**src/rtl/ahb_pkg.sv**
```systemverilog
// Shared AHB-Lite types for the register slave:
// transfer/size encodings, response codes and slave FSM states.
package ahb_pkg;

   typedef enum logic [1:0] {
      HT_IDLE   = 2'd0,
      HT_BUSY   = 2'd1,
      HT_NONSEQ = 2'd2,
      HT_SEQ    = 2'd3
   } htrans_t;

   typedef enum logic [2:0] {
      HS_BYTE = 3'd0,
      HS_HALF = 3'd1,
      HS_WORD = 3'd2
   } hsize_t;

   localparam logic HRESP_OKAY  = 1'b0;
   localparam logic HRESP_ERROR = 1'b1;

   typedef enum logic [2:0] {
      ST_IDLE,
      ST_WAIT,
      ST_DATA,
      ST_ERR1,
      ST_ERR2
   } state_t;

endpackage

```
**src/rtl/ahb_reg_slave_if.sv**
```systemverilog
// AHB-Lite bus bundle between master/decoder side
// and the register slave.
interface ahb_reg_slave_if #(
   parameter int ADDR_W = 8,
   parameter int DATA_W = 32
);
   logic              hsel_x;
   logic [ADDR_W-1:0] haddr;
   logic [1:0]        htrans;
   logic              hwrite;
   logic [2:0]        hsize;
   logic              hready;
   logic [DATA_W-1:0] hwdata;
   logic [DATA_W-1:0] hrdata;
   logic              hready_out;
   logic              hresp;

   modport master (
      output hsel_x, haddr, htrans, hwrite,
      output hsize, hready, hwdata,
      input  hrdata, hready_out, hresp
   );

   modport slave (
      input  hsel_x, haddr, htrans, hwrite,
      input  hsize, hready, hwdata,
      output hrdata, hready_out, hresp
   );
endinterface

```
**src/rtl/ahb_lane_mask.sv**
```systemverilog
// Byte-enable mask from transfer size and low
// address bits; full-width sizes enable every lane.
module ahb_lane_mask #(
   parameter int DATA_W = 32,
   parameter int AW     = 2
) (
   input  logic [2:0]          hsize,
   input  logic [AW-1:0]       addr,
   output logic [DATA_W/8-1:0] mask
);
   localparam int NB     = DATA_W / 8;
   localparam int LOG_NB = $clog2(NB);

   logic [AW-1:0] lane;

   // A lane belongs to the transfer when it shares
   // the size-aligned block with the address.
   always_comb begin
      mask = '0;
      lane = '0;
      for (int b = 0; b < NB; b++) begin
         lane = AW'(b);
         if (int'(hsize) >= LOG_NB)
            mask[b] = 1'b1;
         else
            mask[b] = (lane >> hsize) == (addr >> hsize);
      end
   end
endmodule

```
**src/rtl/ahb_reg_slave.sv**
```systemverilog
// AHB-Lite register bank slave with pipelined
// address/data phases, wait states and ERROR response.
module ahb_reg_slave
   import ahb_pkg::*;
#(
   parameter int DATA_W      = 32,
   parameter int NUM_REGS    = 8,
   parameter int ADDR_W      = 8,
   parameter int WAIT_STATES = 0
) (
   input  logic                       hclk,
   input  logic                       hreset_n,
   ahb_reg_slave_if.slave             bus,
   output logic [NUM_REGS*DATA_W-1:0] regs_o
);
   localparam int NB     = DATA_W / 8;
   localparam int LOG_NB = $clog2(NB);
   localparam int AW     = (LOG_NB > 0) ? LOG_NB : 1;
   localparam int IDX_W  = (NUM_REGS > 1) ? $clog2(NUM_REGS) : 1;
   localparam logic [2:0] WS_LAST = 3'(WAIT_STATES - 1);

   state_t            state_q, state_d, acc_st;
   htrans_t           trans;
   logic [ADDR_W-1:0] addr_q, amask;
   logic              write_q;
   logic [2:0]        size_q;
   logic [2:0]        wcnt_q;
   logic              accept, acc_err, cap;
   logic [NB-1:0]     lane_m;
   logic [DATA_W-1:0] bit_m;
   logic [IDX_W-1:0]  idx;
   logic [DATA_W-1:0] regs_q [NUM_REGS];

   assign trans  = htrans_t'(bus.htrans);
   assign accept = bus.hsel_x & bus.hready &
                   ((trans == HT_NONSEQ) | (trans == HT_SEQ));

   always_comb begin
      amask   = ADDR_W'((32'd1 << bus.hsize) - 32'd1);
      acc_err = ((bus.haddr >> LOG_NB) >= ADDR_W'(NUM_REGS)) |
                (int'(bus.hsize) > LOG_NB) |
                (|(bus.haddr & amask));
      acc_st  = ST_IDLE;
      if (accept)
         acc_st = acc_err ? ST_ERR1 :
                  (WAIT_STATES > 0) ? ST_WAIT : ST_DATA;
   end

   always_comb begin
      state_d        = state_q;
      cap            = 1'b0;
      bus.hready_out = 1'b1;
      bus.hresp      = HRESP_OKAY;
      unique case (state_q)
         ST_IDLE: begin
            state_d = acc_st;
            cap     = accept;
         end
         ST_WAIT: begin
            bus.hready_out = 1'b0;
            if (wcnt_q == WS_LAST)
               state_d = ST_DATA;
         end
         ST_DATA: begin
            state_d = acc_st;
            cap     = accept;
         end
         ST_ERR1: begin
            bus.hready_out = 1'b0;
            bus.hresp      = HRESP_ERROR;
            state_d        = ST_ERR2;
         end
         ST_ERR2: begin
            bus.hresp = HRESP_ERROR;
            state_d   = acc_st;
            cap       = accept;
         end
         default: state_d = ST_IDLE;
      endcase
   end

   always_ff @(posedge hclk or negedge hreset_n) begin
      if (!hreset_n) begin
         state_q <= ST_IDLE;
         addr_q  <= '0;
         write_q <= 1'b0;
         size_q  <= '0;
         wcnt_q  <= '0;
      end else begin
         state_q <= state_d;
         wcnt_q  <= (state_q == ST_WAIT) ? wcnt_q + 3'd1 : 3'd0;
         if (cap) begin
            addr_q  <= bus.haddr;
            write_q <= bus.hwrite;
            size_q  <= bus.hsize;
         end
      end
   end

   ahb_lane_mask #(
      .DATA_W(DATA_W),
      .AW    (AW)
   ) u_lane_mask (
      .hsize(size_q),
      .addr (AW'(addr_q)),
      .mask (lane_m)
   );

   always_comb begin
      bit_m = '0;
      for (int b = 0; b < NB; b++)
         bit_m[b*8 +: 8] = {8{lane_m[b]}};
   end

   assign idx = IDX_W'(addr_q >> LOG_NB);

   always_ff @(posedge hclk or negedge hreset_n) begin
      if (!hreset_n) begin
         for (int i = 0; i < NUM_REGS; i++)
            regs_q[i] <= '0;
      end else if (state_q == ST_DATA && write_q) begin
         regs_q[idx] <= (regs_q[idx] & ~bit_m) |
                        (bus.hwdata & bit_m);
      end
   end

   assign bus.hrdata = (state_q == ST_DATA && !write_q) ?
                       (regs_q[idx] & bit_m) : '0;

   for (genvar g = 0; g < NUM_REGS; g++) begin : g_out
      assign regs_o[g*DATA_W +: DATA_W] = regs_q[g];
   end
endmodule

```
**src/flat_wrapper.sv**
```systemverilog
// flat-port wrapper written by rule: the top's interface ports become plain ports
module ahb_reg_slave_flat import ahb_pkg::*;
#(
   parameter int DATA_W      = 32,
   parameter int NUM_REGS    = 8,
   parameter int ADDR_W      = 8,
   parameter int WAIT_STATES = 0
)
  (hclk, hreset_n, regs_o, bus_hsel_x, bus_haddr, bus_htrans, bus_hwrite, bus_hsize, bus_hready, bus_hwdata, bus_hrdata, bus_hready_out, bus_hresp);
  ahb_reg_slave_if #(.ADDR_W(ADDR_W), .DATA_W(DATA_W)) bus_i ();
  input  logic hclk;
  input  logic hreset_n;
  output logic [NUM_REGS*DATA_W-1:0] regs_o;
  input wire logic [$bits(bus_i.hsel_x)-1:0] bus_hsel_x;
  input wire logic [$bits(bus_i.haddr)-1:0] bus_haddr;
  input wire logic [$bits(bus_i.htrans)-1:0] bus_htrans;
  input wire logic [$bits(bus_i.hwrite)-1:0] bus_hwrite;
  input wire logic [$bits(bus_i.hsize)-1:0] bus_hsize;
  input wire logic [$bits(bus_i.hready)-1:0] bus_hready;
  input wire logic [$bits(bus_i.hwdata)-1:0] bus_hwdata;
  output wire logic [$bits(bus_i.hrdata)-1:0] bus_hrdata;
  output wire logic [$bits(bus_i.hready_out)-1:0] bus_hready_out;
  output wire logic [$bits(bus_i.hresp)-1:0] bus_hresp;
  assign bus_i.hsel_x = bus_hsel_x;
  assign bus_i.haddr = bus_haddr;
  assign bus_i.htrans = bus_htrans;
  assign bus_i.hwrite = bus_hwrite;
  assign bus_i.hsize = bus_hsize;
  assign bus_i.hready = bus_hready;
  assign bus_i.hwdata = bus_hwdata;
  assign bus_hrdata = bus_i.hrdata;
  assign bus_hready_out = bus_i.hready_out;
  assign bus_hresp = bus_i.hresp;
  ahb_reg_slave #(.DATA_W(DATA_W), .NUM_REGS(NUM_REGS), .ADDR_W(ADDR_W), .WAIT_STATES(WAIT_STATES)) u_core (.hclk(hclk), .hreset_n(hreset_n), .bus(bus_i), .regs_o(regs_o));
endmodule
```
**config.mk**
```make
export PLATFORM = sky130hd
export DESIGN_NAME = ahb_reg_slave_flat
export DESIGN_NICKNAME = d
export VERILOG_FILES = /design/src/rtl/ahb_pkg.sv /design/src/rtl/ahb_reg_slave_if.sv /design/src/rtl/ahb_lane_mask.sv /design/src/rtl/ahb_reg_slave.sv /design/src/flat_wrapper.sv
export SDC_FILE = /design/constraint.sdc
export NUM_CORES = 1
export LEC_CHECK = 0
export CORE_UTILIZATION = 40
export CTS_CLUSTER_DIAMETER = 30
export DETAILED_ROUTE_END_ITERATION = 6
export GPL_TIMING_DRIVEN = 1
export HOLD_SLACK_MARGIN = 0.06
export PLACE_DENSITY_LB_ADDON = 0.25
export SETUP_SLACK_MARGIN = 0.5
export SYNTH_ARGS = -nofsm -noshare
export SYNTH_HDL_FRONTEND = slang
export SYNTH_SLANG_ARGS = --single-unit
```
**constraint.sdc**
```tcl
create_clock -name hclk -period 4.59 [get_ports hclk]
set_input_delay 0.459 -clock hclk [delete_from_list [all_inputs] [get_ports hclk]]
set_output_delay 0.459 -clock hclk [all_outputs]
set_load 0.005 [all_outputs]
```
== Yosys cells after proc, flatten, opt, wreduce, memory -nomap -nowiden ==
Index checks and enable logic that the tools add are counted.

* Register bits after elaboration: 271
* Bits of input ports: 50
* Output and inout bits: 290
* Word-level logic and storage cells: 78

* Add/subtract/negate cells: 2
* $lt $le $gt $ge: 5
* Eq/ne operators: 12
* Shifts and indexed selects: 6
* Muxes and demuxes: 19
* Bitwise gates (word level): 12
* Reductions and logical operators: 9

{| class="wikitable"
|+ Operator list
! cell !! count
|-
| $bwmux 256 || 1
|-
| $mux 32 || 4
|-
| $and 32x32->32 || 3
|-
| $bmux 32 s3 || 1
|-
| $demux 32 s3 || 1
|-
| $not 32->32 || 1
|-
| $or 32x32->32 || 1
|-
| $pmux 3 s3 || 1
|-
| $and 8x8->8 || 1
|-
| $eq 2x2->1 || 4
|-
| $mux 1 || 8
|-
| $reduce_or 8->1 || 1
|-
| $shl 1x3->8 const A || 1
|-
| $sub 8x1->8 const B || 1
|-
| $eq 3x2->1 const B || 2
|-
| $eq 3x3->1 const B || 2
|-
| $ge 6x4->1 const B || 1
|-
| $mux 3 || 2
|-
| $shr 1x3->2 const A || 2
|-
| $shr 2x3->2 const A || 2
|-
| $eq 2x2->1 const B || 2
|-
| $ge 4x4->1 const B || 1
|-
| $lt 4x1->1 const B || 1
|-
| $not 3->4 || 1
|-
| other kinds (14) || 20
|}

== Logic depth before layout (Yosys ltp) ==
Gate-level depths: netlist of run 1.

* Word-level depth: 8
* Gate-level depth with buffers: 9
* Gate-level depth less buffers: 5

== Hierarchy ==
From an unflattened synthesis of run 1, not the netlist that was laid out.

* Cell total of the unflattened synthesis: 1133
* Area total of the unflattened synthesis: 12562.0 µm²

{| class="wikitable"
|+ By module, submodules not included
! module !! times used !! cells an instance !! area an instance (µm²) !! seq. area each (µm²)
|-
| ahb_reg_slave || 1 || 1125 || 12519.5 || 6781.5
|-
| ahb_lane_mask || 1 || 8 || 42.5 || 0.0
|}

== Least setup slack after synthesis of run 1 ==
Ideal clock, no wire load.

* Path type: register -> output
* Start point: register u_core.addr_q[3]
* End point: output bus_hrdata[31]
* Arrival time: 1531 ps
* Required time: 4131 ps
* Slack: 2600 ps
* Cell stages (with the launch flop): 7
* Path buffers: 2
* Cells stage by stage: dfrtp_1 -> buf_6 -> buf_6 -> or3b_2 -> a21oi_1 -> nor3_1 -> nor2_1

* Longest elaborated chain between the ends: 6

{| class="wikitable"
|+ Ends and longest elaborated chain
! element !! line !! source
|-
| start: declaration || ahb_reg_slave.sv:24 || <nowiki>logic [ADDR_W-1:0] addr_q, amask;</nowiki>
|-
| start signal: assignment || ahb_reg_slave.sv:93 || <nowiki>addr_q <= bus.haddr;</nowiki>
|-
| $not 3->4 (implied by the code) || ahb_reg_slave.sv:128 || <nowiki>(regs_q[idx] & bit_m) : '0;</nowiki>
|-
| $bmux 32 s3 || ahb_reg_slave.sv:128 ||
|-
| $mux 32 (implied by the code) (2 in series) || ahb_reg_slave.sv:128 ||
|-
| $and 32x32->32 || ahb_reg_slave.sv:128 ||
|-
| $mux 32 || ahb_reg_slave.sv:127 || <nowiki>assign bus.hrdata = (state_q == ST_DATA && !write_q) ?</nowiki>
|-
| end: declaration || flat_wrapper.sv:21 || <nowiki>output wire logic [$bits(bus_i.hrdata)-1:0] bus_hrdata;</nowiki>
|}

No other way between the ends. The select of a mux whose other input is x is not followed.

== Worst setup path after layout of run 1 ==
* Start point: register u_core.addr_q[3]
* End point: output bus_hrdata[5]

The elaborated chain is that of the path after synthesis.

==> results of run 1 <==
[per-layer routing]
| layer | wire length (um) | track usage | vias to the layer above |
|---|---|---|---|
| li1 | - | - | 5061 |
| met1 | 19100 | 0.337 | 5599 |
| met2 | 21800 | 0.429 | 470 |
| met3 | 4070 | 0.0868 | 88 |
| met4 | 1130 | 0.0957 | 0 |
| met5 | 0 | 0 | - |
[sequential cells by signal (all words and copies together), names as in the netlist]
register,cells
u_core.addr_q,5
u_core.state_q,3
u_core.regs_o,256
u_core.write_q,1
u_core.size_q,3
u_core.wcnt_q,3
[what timing repair did]
item / in CTS / in global routing
buffers inserted: 0 / 0
hold endpoints to repair: 25 / 0
setup endpoints to repair: 0 / 6
resized for setup: 0 / 3
hold buffers: 1 / 0
[where the power goes]
| group | leakage (nW) | internal (mW) | switching (mW) |
|---|---|---|---|
| Sequential | 2.86 | 3.38 | 1.02 |
| Clock | 1.19 | 3.53 | 1.47 |
| Combinational | 4.51 | 3.37 | 3.12 |
[logic make-up after synthesis]
group                    synth area share
AO/OA/AOI/OAI                       0.179
adder cells (fa/ha/maj)           0.00184
buffers and inverters              0.0423
flip-flops                          0.500
multiplexers                        0.163
AND/OR/NAND/NOR                     0.114
[cell type report]
| cell class | instances | area (um2) |
|---|---|---|
| multi-input cells | 814 | 6270 |
| clock buffers | 99 | 2000 |
| repair buffers | 363 | 3650 |
| flip-flops and latches | 271 | 6790 |
| diodes | 1 | 2.50 |
| clock inverters | 27 | 425 |
| well taps | 448 | 561 |
| inverters | 11 | 41.3 |
| fillers | 2735 | 13700 |
[cell usage after synthesis, types with 3 or more instances]
library cell               instances
sky130_fd_sc_hd__o21ai_0          17
sky130_fd_sc_hd__o22ai_1          13
sky130_fd_sc_hd__a21oi_1          24
sky130_fd_sc_hd__nor2_1           46
sky130_fd_sc_hd__o21ai_1          16
sky130_fd_sc_hd__o41ai_4           4
sky130_fd_sc_hd__a22oi_1           4
sky130_fd_sc_hd__o31ai_1         144
sky130_fd_sc_hd__nand3_2           4
sky130_fd_sc_hd__nand2_1         223
sky130_fd_sc_hd__buf_6             9
sky130_fd_sc_hd__dfrtp_1         271
sky130_fd_sc_hd__nand2b_1         17
sky130_fd_sc_hd__mux2i_1          73
sky130_fd_sc_hd__clkbuf_1         33
sky130_fd_sc_hd__nor2b_1           4
sky130_fd_sc_hd__a22oi_2          22
sky130_fd_sc_hd__a31oi_4           7
sky130_fd_sc_hd__mux4_2           15
sky130_fd_sc_hd__a21o_1            7
sky130_fd_sc_hd__inv_1            11
sky130_fd_sc_hd__nand2_2           4
sky130_fd_sc_hd__a21oi_2          13
sky130_fd_sc_hd__and2_1            6
sky130_fd_sc_hd__or2_2             3
sky130_fd_sc_hd__buf_2            22
sky130_fd_sc_hd__nor3_1            9
sky130_fd_sc_hd__mux4_1            5
sky130_fd_sc_hd__nand3b_1          5
sky130_fd_sc_hd__o32ai_2           6
sky130_fd_sc_hd__buf_4            12
sky130_fd_sc_hd__nor4_4            4
sky130_fd_sc_hd__mux2_2           88
sky130_fd_sc_hd__o32ai_1           3
sky130_fd_sc_hd__buf_12            3
[path summary, 6_finish.rpt]
| path | end | cells past startpoint |
|---|---|---|
| worst max-delay path | bus_hrdata[5] | 6 |
| worst min-delay path | u_core.regs_o[110] | 2 |
| worst max register to register | u_core.regs_o[205] | 3 |
| worst min register to register | u_core.wcnt_q[0] | 1 |
| max in group asynchronous | u_core.regs_o[114] | 3 |
| min in group hclk | u_core.wcnt_q[0] | 1 |
==> flow_metrics.py, run 1 <==
metrics = {
    "outcome": {
        "status": "finished, final reports clean",
    },
    "floorplan": {
        "floorplan.die_area_um2": 34700,
        "design.portCount": 340,
        "row_count": 67,
        "die_w_um": 186,
        "die_y_um": 186,
        "initial_core_util": 0.406,
        "core_area_um2": 33400,
    },
    "timing": {
        "fin_skew_ns": 0.0187,
        "whs_ns": 0.345,
        "report.final.slew_viol_count": 0,
        "slew_headroom": 0.297,
        "finalSetupViolCount": 0,
        "grt_setup_unrepaired": "no",
        "worst-slew-pin-transition_ns": 1.06,
        "fin_crit_sh": 0.831,
        "hold_viol_final": 0,
        "fmax_ghz": 0.262,
        "worst_setup_slack_final_ns": 0.776,
        "totalNegativeSetupSlack_ns": 0,
        "min_period_ns": 3.81,
    },
    "placement": {
        "total_of_buffers_placed_on_input_and_output_ports": 338,
        "place_hpwl_um": 29900,
        "placed_cells_incl_taps": 1906,
        "placed_area_um2": 17300,
        "dp_worst_setup_slack_ns": 1.18,
        "place.gp.congestion": 0.862,
    },
    "pwr": {
        "total_power_mw": 15.9,
        "max-vdd-ir-drop_uv": 519,
        "powerDensity_nw_per_um2": 804,
        "total_leakage_power_nw": 8.56,
    },
    "setup_path": {
        "crit_path_end_kind": "output port",
        "r2r_setup_slack_ns": 1.30,
        "crit_start": "u_core.addr_q[3]",
        "kind_of_critical_path": "reg -> out",
        "crit_path_max_fanout": 26,
        "crit_family": "simple AND/OR/NAND/NOR gates",
        "crit-reg2reg-launch": "u_core.addr_q[3]",
        "cp.arrival_ns": 3.36,
        "critical_path.cell_chain": "nor2b_2, buf_4, a22oi_1, nand2_1, nor2_1, clkdlybuf4s50_1",
        "worst_setup_path_start_kind": "flop",
        "timing.critical_path.slowest_cell_delay_ns": 0.88,
        "cpMaxStageDelayCell": "sky130_fd_sc_hd__nor2b_2",
        "critical_path_required_ns": 4.13,
        "worstPathBufferInverterCount": 2,
    },
    "grt": {
        "grt_pass1_vias": 11300,
        "number_of_antenna_violations_at_the_first_check_in_global_routing": 0,
        "grt_util_all_layers": 0.267,
        "grt_pass1_wl_um": 68800,
        "overflow": 0,
        "grt_start_max_net_pins": 127,
    },
    "clock_network": {
        "clock-sinks": 271,
        "clock_insertion_delay_worst_skew_ns": 0.56,
        "cts.clk_slew.worst_paths_ns": 0.04,
        "tritoncts": "built",
        "ctsLongestPathBuffers": 3,
        "htree_levels": 3,
        "numCtsBuffers": 70,
        "clock-root-buffer": "sky130_fd_sc_hd__clkbuf_16",
    },
    "finish": {
        "flow.area_growth_from_synthesis_pct": 45.5,
        "most_common_cell_after_layout_fill_and_taps_aside": "sky130_fd_sc_hd__clkdlybuf4s50_1",
        "finish.instance_area_um2": 19700,
        "commonest_non_fill_non_tap_cells_in_the_layout": "sky130_fd_sc_hd__clkdlybuf4s50_1, sky130_fd_sc_hd__dfrtp_1, sky130_fd_sc_hd__nand2_1, sky130_fd_sc_hd__o31ai_1, sky130_fd_sc_hd__mux2_2",
        "drive_above_1_share": 0.206,
        "nNetsFinal": 1583,
        "fin_util": 0.590,
        "layoutNonFillerInstCount": 2034,
    },
    "route": {
        "first_iter_violations": 644,
        "routed_wl_um": 46100,
        "number_of_iterations_in_the_first_detailed_routing_pass": 5,
        "drc": 0,
        "wl_per_cell_um": 22.7,
        "vias_per_cell": 5.52,
        "dr_total_vias": 11200,
        "routed_antenna_nets": 0,
    },
    "logic_synthesis": {
        "synth_top_cell_by_area": "sky130_fd_sc_hd__dfrtp_1",
        "synth_seq_area_share": 0.500,
        "yosysWarnings": 0,
        "synth_area_per_inst_um2": 11.5,
        "synthDistinctLibCells": 62,
        "synth-main-ff-cell": "sky130_fd_sc_hd__dfrtp_1",
        "synth_area_leaders": "sky130_fd_sc_hd__dfrtp_1, sky130_fd_sc_hd__o31ai_1, sky130_fd_sc_hd__mux2_2",
        "post-synth-top-area-fraction": 0.500,
        "syn_nets": 1233,
        "synth_seq_cells": 271,
        "async_reset_ff_frac": 1.00,
        "netlist_instances": 1181,
        "number_of_enable_type_register_cells_in_the_synthesized_netlist": 0,
        "post_synth_design_cell_area_um2": 13600,
    },
    "min_path": {
        "holdCritPathClass": "in -> async",
    },
    "flow_run": {
        "cap_violations": 0,
    },
}
No activity file was read; power rests on OpenSTA's default activity.
==> run 2: changes to the inputs <==
Clock period 4.59 ns to 3.1 ns, I/O delays scaled along.
==> flow_metrics.py, run 2 (synthesized netlist as in run 1, its figures left out) <==
metrics = {
    "placement": {
        "total_of_buffers_placed_on_input_and_output_ports": 338,
        "dp_worst_setup_slack_ns": 0.343,
        "placed_area_um2": 17500,
        "place.gp.congestion": 0.868,
        "place_hpwl_um": 31300,
    },
    "pwr": {
        "powerDensity_nw_per_um2": 1240,
        "total_power_mw": 26.8,
        "max-vdd-ir-drop_uv": 873,
        "total_leakage_power_nw": 9.60,
    },
    "grt": {
        "grt_pass1_wl_um": 73000,
        "grt_pass1_vias": 11800,
        "number_of_antenna_violations_at_the_first_check_in_global_routing": 1,
        "overflow": 0,
        "grt_start_max_net_pins": 80,
        "grt_util_all_layers": 0.285,
    },
    "route": {
        "routed_wl_um": 49900,
        "routed_antenna_nets": 0,
        "number_of_iterations_in_the_first_detailed_routing_pass": 5,
        "wl_per_cell_um": 23.3,
        "dr_total_vias": 11900,
        "vias_per_cell": 5.56,
        "first_iter_violations": 739,
        "drc": 0,
    },
    "floorplan": {
        "floorplan.die_area_um2": 34700,
        "die_y_um": 186,
        "initial_core_util": 0.406,
        "core_area_um2": 33400,
        "design.portCount": 340,
        "die_w_um": 186,
        "row_count": 67,
    },
    "setup_path": {
        "worst_setup_path_start_kind": "flop",
        "crit_family": "buffers and inverters",
        "crit_path_end_kind": "output port",
        "cpMaxStageDelayCell": "sky130_fd_sc_hd__dfrtp_4",
        "timing.critical_path.slowest_cell_delay_ns": 0.50,
        "r2r_setup_slack_ns": 0.63,
        "kind_of_critical_path": "reg -> out",
        "worstPathBufferInverterCount": 4,
        "critical_path_required_ns": 2.79,
        "cp.arrival_ns": 2.50,
        "crit_path_max_fanout": 6,
        "critical_path.cell_chain": "buf_12, buf_16, buf_4, mux2i_1, o22ai_2, nor3_2, nor2_1, clkdlybuf4s50_1",
    },
    "finish": {
        "most_common_cell_after_layout_fill_and_taps_aside": "sky130_fd_sc_hd__clkdlybuf4s50_1",
        "antennaDiodeCount": 0,
        "nNetsFinal": 1693,
        "largest_reg_flops": 256,
        "drive_above_1_share": 0.316,
        "flow.area_growth_from_synthesis_pct": 59.1,
        "finish.instance_area_um2": 21600,
        "commonest_non_fill_non_tap_cells_in_the_layout": "sky130_fd_sc_hd__clkdlybuf4s50_1, sky130_fd_sc_hd__dfrtp_1, sky130_fd_sc_hd__nand2_1, sky130_fd_sc_hd__o31ai_1, sky130_fd_sc_hd__buf_4",
    },
    "timing": {
        "grt_setup_unrepaired": "yes",
        "min_period_ns": 2.81,
        "worst_setup_slack_final_ns": 0.290,
        "fin_crit_sh": 0.906,
        "slew_headroom": 0.580,
        "whs_ns": 0.347,
        "hold_viol_final": 0,
        "fin_skew_ns": 0.0275,
        "totalNegativeSetupSlack_ns": 0,
        "report.final.slew_viol_count": 0,
        "finalSetupViolCount": 0,
        "fmax_ghz": 0.356,
        "worst-slew-pin-transition_ns": 0.630,
    },
    "min_path": {
        "holdCritPathClass": "in -> async",
    },
    "clock_network": {
        "clock-root-buffer": "sky130_fd_sc_hd__clkbuf_16",
        "clock_insertion_delay_worst_skew_ns": 0.56,
        "cts.clk_slew.worst_paths_ns": 0.04,
        "clock-sinks": 271,
        "numCtsBuffers": 69,
        "ctsLongestPathBuffers": 3,
        "tritoncts": "built",
        "htree_levels": 3,
    },
    "outcome": {
        "status": "finished, final reports clean",
    },
    "flow_run": {
        "cap_violations": 0,
    },
}
## run 2: worst paths after layout
kind	start	endpoint	cells past startpoint
max	u_core.addr_q[4]	bus_hrdata[21]	8
min	hreset_n	u_core.regs_o[46]	2
min reg2reg	u_core.wcnt_q[0]	u_core.wcnt_q[0]	1
max in group asynchronous	hreset_n	u_core.addr_q[4]	3
min in group hclk	bus_haddr[4]	u_core.addr_q[4]	2
max reg2reg	u_core.addr_q[4]	u_core.regs_o[30]	9
## run 2: layout make-up
type | instances | area, um2
Fill cell | 2532 | 11900
Tap cell | 448 | 561
Sequential cell | 271 | 6790
Clock inverter | 32 | 628
Inverter | 11 | 41.3
Timing Repair Buffer | 474 | 4830
Multi-Input combinational cell | 814 | 6790
Clock buffer | 94 | 1950
## run 2: timing repair
action / 4_1_cts / 5_1_grt
buffers inserted: 57 / 24
pin swaps: 47 / 33
gates resized for setup: 158 / 72
endpoints found under the hold margin: 72 / 0
setup endpoints to repair: 32 / 29
hold buffers: 1 / 0
cloned: 5 / 1
## run 2: worst register-to-register path, delay by kind of cell, from the launching register on
| kind | cells | cell delay (ns) |
|---|---|---|
| compound gates | 3 | 0.90 |
| buf+inv | 5 | 0.72 |
| flops | 1 | 0.50 |
| mux | 1 | 0.21 |
## run 2: metrics by stage
step | util | instances
4_1_cts | 0.635 | 2119
2_1_floorplan | - | 1181
5_1_grt | 0.645 | 2144
3_3_place_gp | 0.525 | 1930
3_5_place_dp | 0.525 | 1930
6_report | 0.645 | 2144
## run 2: per-layer routing
metal | global-route usage | up-vias | wire (um)
met3 | 0.0785 | 107 | 4260
li1 | - | 5308 | -
met2 | 0.451 | 513 | 23600
met1 | 0.371 | 5999 | 20600
met5 | 0 | - | 12
met4 | 0.115 | 2 | 1440
## run 2: report_power, final
group | internal (mW) | total, mW | switching (mW)
sequential | 5.02 | 6.41 | 1.39
combinational | 6.70 | 12.5 | 5.75
clock | 5.73 | 7.96 | 2.23
==> run 3: changes to the inputs <==
Settings changed: ABC_AREA set to 1, CORE_MARGIN set to 5, RECOVER_POWER set to 25.
==> flow_metrics.py, run 3 <==
metrics = {
    "clock_network": {
        "ctsLongestPathBuffers": 3,
        "clock-sinks": 271,
        "clock_insertion_delay_worst_skew_ns": 0.56,
        "numCtsBuffers": 73,
        "clock-root-buffer": "sky130_fd_sc_hd__clkbuf_16",
        "cts.clk_slew.worst_paths_ns": 0.04,
        "tritoncts": "built",
        "htree_levels": 3,
    },
    "pwr": {
        "max-vdd-ir-drop_uv": 570,
        "total_leakage_power_nw": 10.7,
        "powerDensity_nw_per_um2": 1280,
    },
    "logic_synthesis": {
        "post-synth-top-area-fraction": 0.476,
        "number_of_enable_type_register_cells_in_the_synthesized_netlist": 0,
        "most_used_standard_cell_by_instance_count_after_synthesis": "sky130_fd_sc_hd__nand2_1",
        "synthDistinctLibCells": 29,
        "synth_common_cells": "sky130_fd_sc_hd__nand2_1, sky130_fd_sc_hd__dfrtp_1, sky130_fd_sc_hd__nand3_1",
        "synth_area_per_inst_um2": 7.07,
        "synth_seq_area_share": 0.476,
        "synth_seq_cells": 271,
        "synth_area_leaders": "sky130_fd_sc_hd__dfrtp_1, sky130_fd_sc_hd__nand2_1, sky130_fd_sc_hd__nand3_1",
        "async_reset_ff_frac": 1.00,
        "yosysWarnings": 0,
        "synth-main-ff-cell": "sky130_fd_sc_hd__dfrtp_1",
        "synth_top_cell_by_area": "sky130_fd_sc_hd__dfrtp_1",
        "syn_nets": 2064,
        "netlist_instances": 2012,
        "post_synth_design_cell_area_um2": 14200,
    },
    "timing": {
        "fin_crit_sh": 0.883,
        "slew_headroom": -0.285,
        "fmax_ghz": 0.365,
        "worst_setup_slack_final_ns": 0.363,
        "totalNegativeSetupSlack_ns": 0,
        "finalSetupViolCount": 0,
        "worst-slew-pin-transition_ns": 1.93,
        "min_period_ns": 2.74,
        "report.final.slew_viol_count": 68,
        "fin_skew_ns": 0.0232,
        "hold_viol_final": 0,
        "grt_setup_unrepaired": "yes",
    },
    "finish": {
        "flow.area_growth_from_synthesis_pct": 51.2,
        "layout.filler_cells": 3068,
        "commonest_non_fill_non_tap_cells_in_the_layout": "sky130_fd_sc_hd__nand2_1, sky130_fd_sc_hd__clkdlybuf4s50_1, sky130_fd_sc_hd__dfrtp_1, sky130_fd_sc_hd__nand3_1, sky130_fd_sc_hd__clkbuf_16",
        "largest_reg_flops": 256,
        "most_common_cell_after_layout_fill_and_taps_aside": "sky130_fd_sc_hd__nand2_1",
        "layoutNonFillerInstCount": 2911,
        "drive_above_1_share": 0.162,
        "nNetsFinal": 2456,
    },
    "flow_run": {
        "cap_violations": 1,
    },
    "setup_path": {
        "crit_path_max_fanout": 7,
        "cp.arrival_ns": 2.43,
        "timing.critical_path.slowest_cell_delay_ns": 0.54,
        "r2r_setup_slack_ns": 0.69,
        "cpMostUsedCell": "sky130_fd_sc_hd__buf_6",
        "worst_setup_path_start_kind": "flop",
        "critical_path_required_ns": 2.79,
        "kind_of_critical_path": "reg -> out",
        "crit_path_end_kind": "output port",
        "critical_path.cell_chain": "inv_12, buf_6, buf_6, buf_12, buf_16, buf_8, buf_6, nand2_4, nand2_2, nand2_1, nand2_1, nand2_2, a21oi_2, buf_2",
        "cpMaxStageDelayCell": "sky130_fd_sc_hd__dfrtp_4",
    },
    "min_path": {
        "holdCritPathClass": "in -> reg",
    },
    "grt": {
        "overflow": 0,
        "number_of_antenna_violations_at_the_first_check_in_global_routing": 1,
        "grt_start_max_net_pins": 70,
        "grt_util_all_layers": 0.304,
        "grt_pass1_wl_um": 92100,
        "grt_pass1_vias": 15500,
    },
    "placement": {
        "dp_worst_setup_slack_ns": 0.406,
        "total_of_buffers_placed_on_input_and_output_ports": 338,
        "place.gp.congestion": 0.889,
        "placed_cells_incl_taps": 2711,
        "place_hpwl_um": 35500,
    },
    "route": {
        "number_of_iterations_in_the_first_detailed_routing_pass": 6,
        "drc": 0,
        "first_iter_violations": 1487,
        "vias_per_cell": 5.52,
        "routed_antenna_nets": 0,
        "dr_total_vias": 16100,
        "wl_per_cell_um": 21.6,
        "routed_wl_um": 62900,
    },
    "floorplan": {
        "floorplan.die_area_um2": 39500,
        "row_count": 69,
        "initial_core_util": 0.403,
        "core_area_um2": 35300,
        "die_y_um": 199,
        "design.portCount": 340,
        "die_w_um": 199,
    },
    "outcome": {
        "violated_checks": "max-capacitance violations, max-slew violations",
        "status": "finished, violations left",
    },
}
[run 3: changes by cell type after synthesis, sizes merged, moves of 26 or more]
cell,before,now
nand2,227,1175
nand3,5,296
o31ai,144,0
mux2,90,0
mux2i,73,0
buf,50,102
nor2,48,18
or2,4,32
a22oi,26,0
[run 3: through the flow]
stage	power [mW]	utilization	hold WS [ns]	area, um2
6_report	27.6	0.609	0.311	21500
5_1_grt	29.2	0.609	0.364	21500
4_1_cts	26.9	0.598	0.297	21100
3_5_place_dp	18.2	0.509	0.319	18000
3_3_place_gp	17.9	0.509	0.313	18000
2_1_floorplan	12.5	-	0.0144	14200
[run 3: layout make-up]
class	instances	area, um2	share of cell area
multi-input cells	1576	6890	0.320
flip-flops and latches	271	6790	0.316
repair buffers	451	4780	0.222
clock buffers	101	2080	0.0968
well taps	461	577	0.0268
clock inverters	19	245	0.0114
inverters	29	129	0.00599
repair inverters	2	25.0	0.00116
diodes	1	2.50	0.000116
[run 3: repair_timing]
action	CTS	global route
endpoints found under the hold margin	64	0
pin swaps	28	34
endpoints found under the setup margin	32	32
setup buffers	33	30
hold buffers	1	0
gates cloned	12	3
resized for setup	136	85
[run 3: final timing paths]
| kind | start | end | cells past startpoint |
|---|---|---|---|
| setup / recovery | u_core.addr_q[2] | bus_hrdata[23] | 14 |
| hold / removal | bus_hwrite | u_core.write_q | 3 |
| setup reg to reg | u_core.addr_q[2] | u_core.regs_o[131] | 11 |
| hold reg to reg | u_core.wcnt_q[0] | u_core.wcnt_q[0] | 1 |
| max in group asynchronous | hreset_n | u_core.regs_o[98] | 3 |
| min in group asynchronous | hreset_n | u_core.regs_o[189] | 2 |
[run 3: metal layers]
metal | global-route usage | vias to the layer above | wire length, um | part of all wire
li1 | - | 7121 | - | -
met1 | 0.384 | 7690 | 23500 | 0.37
met2 | 0.486 | 1035 | 29000 | 0.46
met3 | 0.0813 | 217 | 7350 | 0.12
met4 | 0.151 | 0 | 3030 | 0.048
met5 | 0 | - | 0 | 0
[run 3: logic make-up (layout without fill, tap and decap cells)]
kind of cell	after synthesis	after routing	synth area share
flip-flops	271	271	0.476
AND/OR/NAND/NOR	1527	1527	0.448
adder cells (fa/ha/maj)	2	2	0.00176
AO/OA/AOI/OAI	47	47	0.0173
buffers and inverters	165	602	0.0564
other	0	1	0
[run 3: worst max-delay path: cells and delay by family (launching register included)]
family          cells  cell delay (ns)
compound gates      1             0.21
flops               1             0.54
buf+inv             8             0.80
simple gates        5             0.29
[run 3: power by group]
group / switching (mW) / total, mW / internal, mW
Combinational: 7.27 / 13.6 / 6.35
Clock: 2.11 / 7.18 / 5.07
Sequential: 1.66 / 6.84 / 5.19
Total: 11.0 / 27.6 / 16.6
